===== src/rtl/box_stat_acc.sv =====
// Per-level statistics over the grouped-box write stream: non-empty count, sum, sum of squares
// and (with BOX_STAT_MAX_EN defined) maximum mass, handed downstream over valid/ready.
module box_stat_acc #(
  parameter int BOX_IDX = 3,
  parameter int DW      = 8
) (
  input  logic                      CLK,
  input  logic                      RST,
  input  logic                      level_start,
  input  logic [BOX_IDX-1:0]        side_log,
  input  logic                      wen_in,
  input  logic [DW-1:0]             y_in,
  input  logic                      stat_ready,
  output logic                      busy,
  output logic                      stat_valid,
  output logic [2*BOX_IDX-2:0]      nz_cnt,
  output logic [DW+2*BOX_IDX-1:0]   sum,
  output logic [2*DW+2*BOX_IDX-1:0] sumsq,
  output logic [DW-1:0]             max_val,
  output logic                      err
);
  localparam int CW = 2*BOX_IDX-1;
  localparam int SW = DW+2*BOX_IDX;
  localparam int QW = 2*DW+2*BOX_IDX;
  localparam logic [BOX_IDX-1:0] SIDE_MAX = BOX_IDX'(BOX_IDX-1);

  typedef enum logic [1:0] {IDLE, ACC, HOLD} state_t;

  state_t            state, state_n;
  logic [CW-1:0]     cnt, cnt_n, tgt, tgt_n, nz_n;
  logic [SW-1:0]     sum_n;
  logic [QW-1:0]     sq_n;
  logic [2*DW-1:0]   sq;
  logic              err_n;
  logic              side_bad, start_ok, acc_wr;
  logic [BOX_IDX-1:0] side_c;

  assign side_bad = side_log > SIDE_MAX;
  assign side_c   = side_bad ? SIDE_MAX : side_log;
  // A start in HOLD is only honoured when it coincides with the handshake.
  assign start_ok = level_start && (state != HOLD || stat_ready);
  assign acc_wr   = wen_in && (state == ACC);
  assign sq       = {{DW{1'b0}}, y_in} * {{DW{1'b0}}, y_in};

  assign busy       = (state == ACC);
  assign stat_valid = (state == HOLD);

  always_comb begin
    state_n = state;
    cnt_n   = cnt;
    tgt_n   = tgt;
    nz_n    = nz_cnt;
    sum_n   = sum;
    sq_n    = sumsq;
    err_n   = err;
    if (state == HOLD && stat_ready) state_n = IDLE;
    if (start_ok) begin
      cnt_n   = '0;
      nz_n    = '0;
      sum_n   = '0;
      sq_n    = '0;
      tgt_n   = CW'(1) << {side_c, 1'b0};
      err_n   = err | side_bad;
      state_n = ACC;
    end
    if (wen_in && state != ACC) err_n = 1'b1;
    // A write coincident with a restart lands on the freshly cleared level.
    if (acc_wr) begin
      cnt_n = cnt_n + CW'(1);
      nz_n  = nz_n + CW'(y_in != '0);
      sum_n = sum_n + SW'(y_in);
      sq_n  = sq_n + QW'(sq);
      if (cnt_n == tgt_n) state_n = HOLD;
    end
  end

  always_ff @(posedge CLK or posedge RST) begin
    if (RST) begin
      state  <= IDLE;
      cnt    <= '0;
      tgt    <= '0;
      nz_cnt <= '0;
      sum    <= '0;
      sumsq  <= '0;
      err    <= 1'b0;
    end else begin
      state  <= state_n;
      cnt    <= cnt_n;
      tgt    <= tgt_n;
      nz_cnt <= nz_n;
      sum    <= sum_n;
      sumsq  <= sq_n;
      err    <= err_n;
    end
  end

`ifdef BOX_STAT_MAX_EN
  logic [DW-1:0] max_n;

  always_comb begin
    max_n = max_val;
    if (start_ok) max_n = '0;
    if (acc_wr && y_in > max_n) max_n = y_in;
  end

  always_ff @(posedge CLK or posedge RST) begin
    if (RST) max_val <= '0;
    else     max_val <= max_n;
  end
`else
  assign max_val = '0;
`endif

endmodule


===== config.mk =====
export PLATFORM = sky130hd
export DESIGN_NAME = box_stat_acc
export DESIGN_NICKNAME = d
export VERILOG_FILES = /design/src/rtl/box_stat_acc.sv
export SDC_FILE = /design/constraint.sdc
export NUM_CORES = 1
export LEC_CHECK = 0
export CAP_MARGIN = 25
export CORE_ASPECT_RATIO = 1.4
export CORE_UTILIZATION = 60
export CTS_CLUSTER_DIAMETER = 60
export DETAILED_ROUTE_END_ITERATION = 8
export MAX_ROUTING_LAYER = met4
export PLACE_DENSITY = 0.95
export SLEW_MARGIN = 5
export SYNTH_ARGS = -nofsm -noshare
export SYNTH_HDL_FRONTEND = slang
export SYNTH_SLANG_ARGS = --single-unit

===== constraint.sdc =====
create_clock -name CLK -period 10.39 [get_ports CLK]
set_clock_uncertainty 0.1 [all_clocks]
set_input_delay 1.5585 -clock CLK [delete_from_list [all_inputs] [get_ports CLK]]
set_output_delay 1.5585 -clock CLK [all_outputs]
set_load 0.01 [all_outputs]

==> results.json <==
{
  "hold_path_startpoint": "err",
  "synth_compound_area_frac": 0.117,
  "relSlewSlack": 0.511,
  "ant_nets": 0,
  "irDropWorstVdd_mv": 0.177,
  "cp_cell_sequence": "clkdlybuf4s50_1 -> o21ai_2 -> buf_4 -> and2_1 -> fa_1 -> inv_1 -> fa_1 -> inv_1 -> ha_1 -> inv_1 -> fa_1 -> inv_1 -> ha_1 -> a211oi_1 -> o21bai_1 -> a2111oi_2 -> nor3_1 -> xnor2_1 -> o21ai_0",
  "worst_pin_slew_ps": 734,
  "pin_count": 68,
  "fin_crit_ps": 6600,
  "drv_slew": 0,
  "path_common_cell": "inv_1",
  "synthXorXnorAreaFrac": 0.0630,
  "dp_hpwl_mm": 9.34,
  "worstSetupPathType": "in -> reg",
  "max_cap_violations": 0,
  "crit_path_start": "level_start",
  "synth_mux_area_frac": 0.0308,
  "grt_usage": 0.314,
  "cp_max_fo": 49,
  "crit_path_end_kind": "flop",
  "routed-via-count": 4425,
  "critical_path.max_stage_delay_ps": 540,
  "io_buffers": 59,
  "synth_top_family_by_area": "adder cells",
  "htree_num_levels": 2,
  "cts_tree": "done",
  "max_freq_mhz": 152,
  "p_switching_w": 0.000589,
  "core-area_um2": 8560,
  "wl_mm": 12.9,
  "cts_hold_buf": 0,
  "viasPerCell": 5.94,
  "intPower_w": 0.000711,
  "avgSynthCellArea_um2": 8.97,
  "drive_above_1_share": 0.0500,
  "rsz0062_at_grt": "no",
  "yosys.area_share.adder": 0.274,
  "finalHoldViolations": 0,
  "cts_resized": 0,
  "post-cts-setup-buffers": 0,
  "clk_path_buf_depth": 2,
  "fp.dieH_um": 113,
  "swShare": 0.453,
  "grt_pass1_vias": 4630,
  "synth-simple-area-share": 0.177,
  "detail_route.iter0.violations": 257,
  "grt_max_degree": 55,
  "pwr-share-clk": 0.140,
  "cp.arrival_ps": 6660,
  "crit_required_ps": 10450,
  "syn_to_final_growth_pct": 15.1,
  "antenna_found_initial": 0,
  "grt_pass1_wl_mm": 21.5,
  "synth_edf_count": 0,
  "power_frac_seq": 0.214,
  "cp_slowest_cell": "clkdlybuf4s50_1",
  "yosys-top-cells-area": "dfrtp_1 (26%), fa_1 (14%), ha_1 (13%)",
  "overflow": 0,
  "yosysSeqAreaShare": 0.256,
  "ys_warn_count": 0,
  "yosysTopAreaCellShare": 0.256,
  "fin_setup_tns_ps": 0,
  "insertedDiodeCount": 0,
  "setup_violations": 0,
  "place_congestion": 0.921,
  "ys.flop_type": "dfrtp_1",
  "insertion_delay_ps": 300,
  "final_nets": 748,
  "clock-sinks": 54,
  "ys_ff_latch": 54,
  "initial_core_util": 0.617,
  "holdWs_ps": 415,
  "synth_area_leader_cell": "dfrtp_1",
  "leakage_nw": 2.94,
  "root_buffer": "clkbuf_16",
  "ys_types": 55,
  "synth_area_um2": 5280,
  "status": "finished clean",
  "fillers": 599,
  "die_w_um": 81.3,
  "clkTransAtPathRegs_ps": 80,
  "dr.pass1.iters": 5,
  "post-route-period-util": 0.635,
  "powerDensity_nw_per_um2": 214,
  "hold_class": "reg -> reg",
  "pwr-share-comb": 0.646,
  "cts_buffers": 5,
  "postSynth.asyncResetShare": 1.00,
  "r2r-start": "state[0]",
  "rows": 40,
  "crit_path_start_kind": "primary input",
  "dieArea_um2": 9190,
  "wire_per_inst_um": 17.3,
  "drcViolationCount": 0,
  "postSynthCellCount": 589
}
cell type report:
type                            count  area, µm²  share of cell area
Multi-Input combinational cell    437       3530               0.581
Clock inverter                      2       16.3             0.00268
Inverter                           79        297              0.0488
Tap cell                          105        131              0.0216
Clock buffer                        6        139              0.0229
Sequential cell                    54       1350               0.222
Timing Repair Buffer               62        613               0.101
per-stage QoR:
stage	total power [W]	cell area, µm²	std cells	setup slack, ps	utilization
3_5_place_dp	0.00110	5920	737	3540	0.692
2_1_floorplan	0.000864	5310	596	4580	-
5_1_grt	0.00140	6080	745	3610	0.710
4_1_cts	0.00129	6080	745	3830	0.710
6_report	0.00130	6080	745	3790	0.710
3_3_place_gp	0.00106	5920	737	3710	0.692
state kept, by name (all words and copies together), names as in the netlist:
name / count
sumsq: 22
sum: 14
cnt: 5
nz_cnt: 5
tgt: 5
state: 2
err: 1
synth_stat cells (3+ instances only):
library cell / count
clkbuf_1: 12
a21o_1: 7
a21oi_1: 22
and2_1: 40
mux2i_1: 5
fa_1: 38
o21bai_1: 4
nand3_1: 7
ha_1: 55
nand2_1: 62
and3_1: 6
o21ai_0: 34
buf_4: 8
inv_1: 79
mux2_2: 10
nor2b_1: 6
nor2_1: 29
a211oi_1: 5
or3_1: 6
xor2_1: 10
o21ai_1: 4
nand2b_1: 5
nor3_1: 7
nor4_1: 3
buf_2: 5
dfrtp_1: 54
xnor2_1: 28
nand4_1: 5
critical path: cells and delay by family:
family / cells / cell delay, ps
simple gates: 2 / 390
buf+inv: 6 / 1040
compound gates: 5 / 1310
fa+ha+maj: 5 / 2120
xor+xnor: 1 / 210
final timing paths:
| path | endpoint | slack (ps) | depth (start not counted) |
|---|---|---|---|
| max | sumsq[10] | 3790 | 19 |
| min in group asynchronous | sumsq[11] | 1660 | 3 |
| min reg2reg | err | 410 | 2 |
| max reg2reg | sumsq[10] | 5010 | 19 |
| min | err | 410 | 2 |
| max in group asynchronous | cnt[3] | 8030 | 3 |
per-layer routing:
metal,share of wire,wire length [µm],track usage
met1,0.38,4910,0.371
met2,0.51,6610,0.514
met3,0.058,749,0.0387
met4,0.047,604,0.164
met5,0,0,-
power by group through the flow:
| stage | combinational (W) | sequential (W) | clock (W) |
|---|---|---|---|
| after detailed placement | 0.000815 | 0.000282 | 0 |
| final | 0.000839 | 0.000279 | 0.000182 |
| after CTS | 0.000831 | 0.000278 | 0.000185 |
| after floorplan | 0.000573 | 0.000291 | 0 |
| after global routing | 0.000933 | 0.000282 | 0.000189 |
| after global placement | 0.000776 | 0.000280 | 0 |
placed cells by master, fill, tap and decap left out, types with 3 or more instances in the layout:
master | Yosys | routed
nor4_1 | 3 | 3
ha_1 | 55 | 55
or3_1 | 6 | 6
conb_1 | 1 | 8
nand3_1 | 7 | 7
inv_1 | 79 | 78
a21o_1 | 7 | 7
and3_1 | 6 | 6
and2_1 | 40 | 40
buf_4 | 8 | 3
nor3_1 | 7 | 7
clkdlybuf4s50_1 | 0 | 59
xnor2_1 | 28 | 28
nand2_1 | 62 | 62
a211oi_1 | 5 | 5
mux2_2 | 10 | 10
nand2b_1 | 5 | 5
fa_1 | 38 | 38
o21bai_1 | 4 | 4
clkbuf_16 | 0 | 5
nor2b_1 | 6 | 6
nand4_1 | 5 | 5
mux2i_1 | 5 | 5
o21ai_1 | 4 | 3
xor2_1 | 10 | 10
dfrtp_1 | 54 | 54
o21ai_0 | 34 | 34
a21oi_1 | 22 | 22
nor2_1 | 29 | 29
kinds of logic after synthesis:
| group | after synthesis |
|---|---|
| and+or+nand+nor | 186 |
| buffers and inverters | 105 |
| AOI/OAI and AO/OA | 97 |
| adders and majority gates | 93 |
| DFF | 54 |
| xor gates and xnor gates | 38 |
| muxes | 15 |
| other | 1 |
No activity file was read; power rests on OpenSTA's default activity.
